**src/rtl/ps2_pkg.sv**
```systemverilog
// Shared PS/2 definitions: host-transmit state encoding, default cycle counts
// and frame helpers, intended for reuse by the receive side as well.
package ps2_pkg;

   typedef enum logic [2:0] {
      ST_IDLE,
      ST_INHIBIT,
      ST_START,
      ST_SEND,
      ST_ACK,
      ST_RELEASE,
      ST_DONE,
      ST_ERROR
   } ps2_state_t;

   // 100 us clock inhibit and 15 ms device timeout at 50 MHz
   localparam int PS2_INHIBIT_CYCLES = 5000;
   localparam int PS2_TIMEOUT_CYCLES = 750000;

   // falls that clock out d0..d7, parity and stop
   localparam int PS2_FRAME_BITS = 10;

   function automatic logic ps2_odd_parity(input logic [7:0] b);
      return ~^b;
   endfunction

endpackage

```
**src/rtl/ps2_host_tx_sync.sv**
```systemverilog
// Two-flop synchronizer for the PS/2 clock and data pins, plus a registered
// falling-edge strobe on the synchronized clock.
module ps2_line_sync (
   input  logic clock,
   input  logic resetn,
   input  logic ps2_clock_in,
   input  logic ps2_data_in,
   output logic clock_s,
   output logic data_s,
   output logic fall
);

   logic [1:0] r_clk_sync;
   logic [1:0] r_dat_sync;
   logic       r_clk_prev;
   logic       r_fall;

   // idle bus is high; resetting to 1 avoids a false edge after reset
   always_ff @(posedge clock or negedge resetn) begin
      if (!resetn) begin
         r_clk_sync <= 2'b11;
         r_dat_sync <= 2'b11;
         r_clk_prev <= 1'b1;
         r_fall     <= 1'b0;
      end else begin
         r_clk_sync <= {r_clk_sync[0], ps2_clock_in};
         r_dat_sync <= {r_dat_sync[0], ps2_data_in};
         r_clk_prev <= r_clk_sync[1];
         r_fall     <= r_clk_prev & ~r_clk_sync[1];
      end
   end

   assign clock_s = r_clk_sync[1];
   assign data_s  = r_dat_sync[1];
   assign fall    = r_fall;

endmodule

```
**src/rtl/ps2_host_tx.sv**
```systemverilog
// PS/2 host-to-device transmitter: clock inhibit, start bit, 8 data bits LSB
// first, odd parity, stop, then device ACK check, over open-drain enables.
module ps2_host_tx
   import ps2_pkg::*;
#(
   parameter int INHIBIT_CYCLES = PS2_INHIBIT_CYCLES,
   parameter int TIMEOUT_CYCLES = PS2_TIMEOUT_CYCLES
) (
   input  logic       clock,
   input  logic       resetn,
   input  logic       send_command,
   input  logic [7:0] command_data,
   input  logic       ps2_clock_in,
   input  logic       ps2_data_in,
   output logic       ps2_clock_oe,
   output logic       ps2_data_oe,
   output logic       busy,
   output logic       command_sent,
   output logic       error_timeout,
   output logic       error_no_ack
);

   localparam int IW = $clog2(INHIBIT_CYCLES + 1);
   localparam int TW = $clog2(TIMEOUT_CYCLES + 1);

   logic w_clock_s;
   logic w_data_s;
   logic w_fall;

   ps2_line_sync u_sync (
      .clock        (clock),
      .resetn       (resetn),
      .ps2_clock_in (ps2_clock_in),
      .ps2_data_in  (ps2_data_in),
      .clock_s      (w_clock_s),
      .data_s       (w_data_s),
      .fall         (w_fall)
   );

   ps2_state_t    r_state;
   ps2_state_t    w_state_nxt;
   logic [9:0]    r_shift;
   logic          r_cur_bit;
   logic [3:0]    r_bit_cnt;
   logic [IW-1:0] r_inh_cnt;
   logic [TW-1:0] r_to_cnt;
   logic          r_err_to;

   logic w_load;
   logic w_shift;
   logic w_to_abort;
   logic w_to_hit;
   logic w_waiting;

   assign w_to_hit  = (r_to_cnt == TW'(TIMEOUT_CYCLES - 1));
   assign w_waiting = (r_state == ST_SEND) || (r_state == ST_ACK) ||
                      (r_state == ST_RELEASE);

   always_ff @(posedge clock or negedge resetn) begin
      if (!resetn) r_state <= ST_IDLE;
      else         r_state <= w_state_nxt;
   end

   always_comb begin
      w_state_nxt = r_state;
      w_load      = 1'b0;
      w_shift     = 1'b0;
      w_to_abort  = 1'b0;
      case (r_state)
         ST_IDLE: begin
            if (send_command) begin
               w_load      = 1'b1;
               w_state_nxt = ST_INHIBIT;
            end
         end
         ST_INHIBIT: begin
            if (r_inh_cnt == IW'(INHIBIT_CYCLES - 1)) w_state_nxt = ST_START;
         end
         ST_START: w_state_nxt = ST_SEND;
         ST_SEND: begin
            if (w_fall) begin
               w_shift = 1'b1;
               if (r_bit_cnt == 4'(PS2_FRAME_BITS - 1)) w_state_nxt = ST_ACK;
            end else if (w_to_hit) begin
               w_to_abort  = 1'b1;
               w_state_nxt = ST_ERROR;
            end
         end
         ST_ACK: begin
            if (w_fall) begin
               w_state_nxt = w_data_s ? ST_ERROR : ST_RELEASE;
            end else if (w_to_hit) begin
               w_to_abort  = 1'b1;
               w_state_nxt = ST_ERROR;
            end
         end
         ST_RELEASE: begin
            if (w_clock_s && w_data_s) begin
               w_state_nxt = ST_DONE;
            end else if (w_to_hit) begin
               w_to_abort  = 1'b1;
               w_state_nxt = ST_ERROR;
            end
         end
         ST_DONE:  w_state_nxt = ST_IDLE;
         ST_ERROR: w_state_nxt = ST_IDLE;
         default:  w_state_nxt = ST_IDLE;
      endcase
   end

   // frame shifter: r_cur_bit is the bit currently on the data line
   always_ff @(posedge clock or negedge resetn) begin
      if (!resetn) begin
         r_shift   <= '1;
         r_cur_bit <= 1'b1;
         r_bit_cnt <= '0;
      end else if (w_load) begin
         r_shift   <= {1'b1, ps2_odd_parity(command_data), command_data};
         r_cur_bit <= 1'b0;
         r_bit_cnt <= '0;
      end else if (w_shift) begin
         r_shift   <= {1'b1, r_shift[9:1]};
         r_cur_bit <= r_shift[0];
         r_bit_cnt <= r_bit_cnt + 4'd1;
      end
   end

   always_ff @(posedge clock or negedge resetn) begin
      if (!resetn)                     r_inh_cnt <= '0;
      else if (r_state == ST_INHIBIT)  r_inh_cnt <= r_inh_cnt + IW'(1);
      else                             r_inh_cnt <= '0;
   end

   // holds cycles elapsed since the last fall (or SEND entry), that cycle counted as 1
   always_ff @(posedge clock or negedge resetn) begin
      if (!resetn)                            r_to_cnt <= '0;
      else if (w_fall || r_state == ST_START) r_to_cnt <= TW'(1);
      else if (w_waiting && !w_to_hit)        r_to_cnt <= r_to_cnt + TW'(1);
   end

   always_ff @(posedge clock or negedge resetn) begin
      if (!resetn)                  r_err_to <= 1'b0;
      else if (w_to_abort)          r_err_to <= 1'b1;
      else if (r_state == ST_IDLE)  r_err_to <= 1'b0;
   end

   assign ps2_clock_oe  = (r_state == ST_INHIBIT) || (r_state == ST_START);
   assign ps2_data_oe   = ((r_state == ST_START) || (r_state == ST_SEND)) && !r_cur_bit;
   assign busy          = (r_state != ST_IDLE);
   assign command_sent  = (r_state == ST_DONE);
   assign error_timeout = (r_state == ST_ERROR) && r_err_to;
   assign error_no_ack  = (r_state == ST_ERROR) && !r_err_to;

endmodule

```
**config.mk**
```make
export PLATFORM = sky130hd
export DESIGN_NAME = ps2_host_tx
export DESIGN_NICKNAME = d
export VERILOG_FILES = /design/src/rtl/ps2_pkg.sv /design/src/rtl/ps2_host_tx_sync.sv /design/src/rtl/ps2_host_tx.sv
export SDC_FILE = /design/constraint.sdc
export NUM_CORES = 1
export LEC_CHECK = 0
export CAP_MARGIN = 20
export CORE_ASPECT_RATIO = 1.25
export CORE_MARGIN = 2
export CORE_UTILIZATION = 55
export CTS_CLUSTER_SIZE = 28
export DETAILED_ROUTE_END_ITERATION = 16
export PLACE_DENSITY = 0.75
export SLEW_MARGIN = 25
export SYNTH_ARGS = -nofsm -noshare
export SYNTH_HDL_FRONTEND = slang
export SYNTH_SLANG_ARGS = --single-unit
```
**constraint.sdc**
```tcl
create_clock -name clock -period 2.1 [get_ports clock]
set_clock_uncertainty 0.05 [all_clocks]
set_input_delay 0.21 -clock clock [delete_from_list [all_inputs] [get_ports clock]]
set_output_delay 0.21 -clock clock [all_outputs]
set_load 0.02 [all_outputs]
```
==> run metrics <==
Initial Util 56.39%; Crit path largest cell delay 0.61 ns; die width 70.59 µm; final hold violation count 0; TNS Setup 0 ns; f_max 505.3 MHz; CTS Buf Count 9; Final ANT Viol Nets 0; metal2 WL 3.048 mm; sequential cell area fraction in the yosys report 47.41%; static leakage 1.408 nW; Syn Inst Count 317; Die Footprint 6157 µm²; Clock Latency Late Sink 0.34 ns; CP Cell Sequence buf_4 > nand3_1 > nor2_1 > clkdlybuf4s50_1; top post-synthesis cells by count dfrtp_1 (42), nor2_1 (30), nand2_1 (28); Async SR Flop Fraction 100.0%; Synth area leader dfrtp_1; gr usage total 21.43%; Final Cell Area 3528 µm²; layout cells sized above 1 13.87%; Req. time, crit path 1.84 ns; Max FO, Critical Path 8; P&R area growth vs syn 15.76%; Routed WL 5.916 mm; top-count cell post-synth dfrtp_1; Rows 30; H-tree Lvls 3; Wirelength per Cell 14.43 µm; Max VDD drop 0.0005794 V; EDFF count, synth 0; startpoint types flop; Final Slew Violations 0; Max-Cap Viols 0; routed wl met3 213 µm; Top Layer Used met4; measured slew at the worst slew-check pin 0.5558 ns; Worst Hold Class in2reg; Mapped Avg Cell Area 9.615 µm²; Synth Flop Type dfrtp_1; Yosys cell types 50; largest net degree at the start of global routing 58; Crit-path slowest cell clkdlybuf4s50_1; status complete, no violations; final worst-path cycle share 94.23%; GPL Wtd Cong 0.7969; DRT Pass-1 Iters 5; gr ovfl total 0; first-pass GRT wire length 10.35 mm; nets 358; clock root cell clkbuf_8; DRC Markers 0; endpoints failing setup 0; ant diodes 0; Worst Path Arrival 1.72 ns; critical path class reg2out; antenna violations before repair 0; Top-Level Pins 19; 1st-iter DRT viols 165; HPWL Detailed 4.083 mm; Vias per Instance 5.837; Die Y 87.23 µm; Routed met1 length 2.569 mm; RSZ-0062 raised after global routing no; Sink Count 57; Final min period 1.979 ns; Post-Syn Area 3048 µm²; Longest Clk Path Bufs 2; vias 2393; core box area 5405 µm²; Ys Warns 0; slew margin rel. 62.95%; FF+latch count, synth 57; Reg clk slew, reported paths 0.06 ns; power density cells 639.0 nW/µm²; Post-DP Area 3329 µm²; vias in the first global route 2270; postcts setup bufs 0; Net Count, Synth 334; synth top area cells dfrtp_1 (34%), dfstp_2 (13%), mux2i_1 (3.9%); Yosys top cell area share 34.48%; Crit. End Element primary output; CTS tree done; IO Port Bufs 18
[worst paths after layout]
kind                                                 from                        endpoint  slack (ns)  cells past startpoint
setup / recovery                   r_state[1]$_DFFE_PN0P_                    error_no_ack        0.12                      4
hold / removal                               ps2_clock_in  u_sync.r_clk_sync[0]$_DFF_PN1_        0.23                      1
setup reg to reg                  r_to_cnt[0]$_DFFE_PN0P_        r_to_cnt[14]$_DFFE_PN0P_        0.14                      5
hold reg to reg            u_sync.r_clk_sync[0]$_DFF_PN1_  u_sync.r_clk_sync[1]$_DFF_PN1_        0.31                      0
max in group asynchronous                          resetn  u_sync.r_dat_sync[1]$_DFF_PN1_        1.35                      3
min in group asynchronous                          resetn         r_to_cnt[0]$_DFFE_PN0P_        0.35                      3
[routing by layer]
metal | up-vias | global-route usage, %
met2 | 47 | 36.11
met3 | 8 | 5.556
met4 | 0 | 9.777
li1 | 1184 | -
met5 | - | 0
met1 | 1154 | 25.86
[final cells by class]
type | instances | area, µm²
Tap cell | 64 | 80.08
Clock inverter | 3 | 40.04
Inverter | 10 | 37.54
Timing Repair Buffer | 32 | 294.0
Fill cell | 456 | 1877
Clock buffer | 13 | 148.9
Sequential cell | 57 | 1446
Multi-Input combinational cell | 231 | 1481
[critical path, delay by kind of cell, from the launching register on]
| family | cells | cell delay [ns] |
|---|---|---|
| AND/OR/NAND/NOR | 2 | 0.20 |
| flip-flops | 1 | 0.43 |
| buffers and inverters | 2 | 0.76 |
[state kept, by name (all words and copies together) (netlist names), 2 cells and up]
name               count
r_to_cnt              20
u_sync.r_clk_sync      2
r_bit_cnt              4
u_sync.r_dat_sync      2
r_state                3
r_shift                9
r_inh_cnt             13
[cell families after synthesis]
logic type	after synthesis	synth area share [%]
and+or+nand+nor	132	24.10
buffers and inverters	29	3.981
adders and majority gates	4	1.642
DFF	57	47.41
muxes	12	3.941
xor gates and xnor gates	24	6.896
AOI/OAI and AO/OA	59	12.03
[timing repair]
action                                 in CTS  in global routing
pin swaps                                   0                  0
endpoints found under the hold margin      42                  0
hold buffers                                1                  0
gates resized for setup                     3                  2
setup endpoints to repair                   3                  3
[stage by stage]
| stage | hold slack [ns] | total power [mW] | cells | util (%) | setup WS [ns] |
|---|---|---|---|---|---|
| after floorplan | -0.1356 | 1.216 | 317 | - | 0.3226 |
| after global placement | 0.1823 | 1.277 | 393 | 61.60 | 0.2088 |
| after detailed placement | 0.1843 | 1.280 | 393 | 61.60 | 0.1757 |
| after CTS | 0.2223 | 2.277 | 410 | 65.21 | 0.0008084 |
| after global routing | 0.2166 | 2.348 | 410 | 65.28 | 0.01315 |
| final | 0.2303 | 2.255 | 410 | 65.28 | 0.1211 |
[where the power goes]
part	total, mW	switching, mW	internal, mW
registers	1.15	0.0138	1.13
logic	0.113	0.0573	0.0554
clock network	0.994	0.417	0.577
[cells in the final DEF, fill, tap and decap left out, types with 11 or more instances in the layout]
cell type	instances
xnor2_1	11
o21ai_0	18
mux2i_1	12
nand2_1	28
dfstp_2	15
buf_4	12
nor2_1	30
xor2_1	13
dfrtp_1	41
a21oi_1	16
clkdlybuf4s50_1	13
Power figures use the tool's default switching activity.
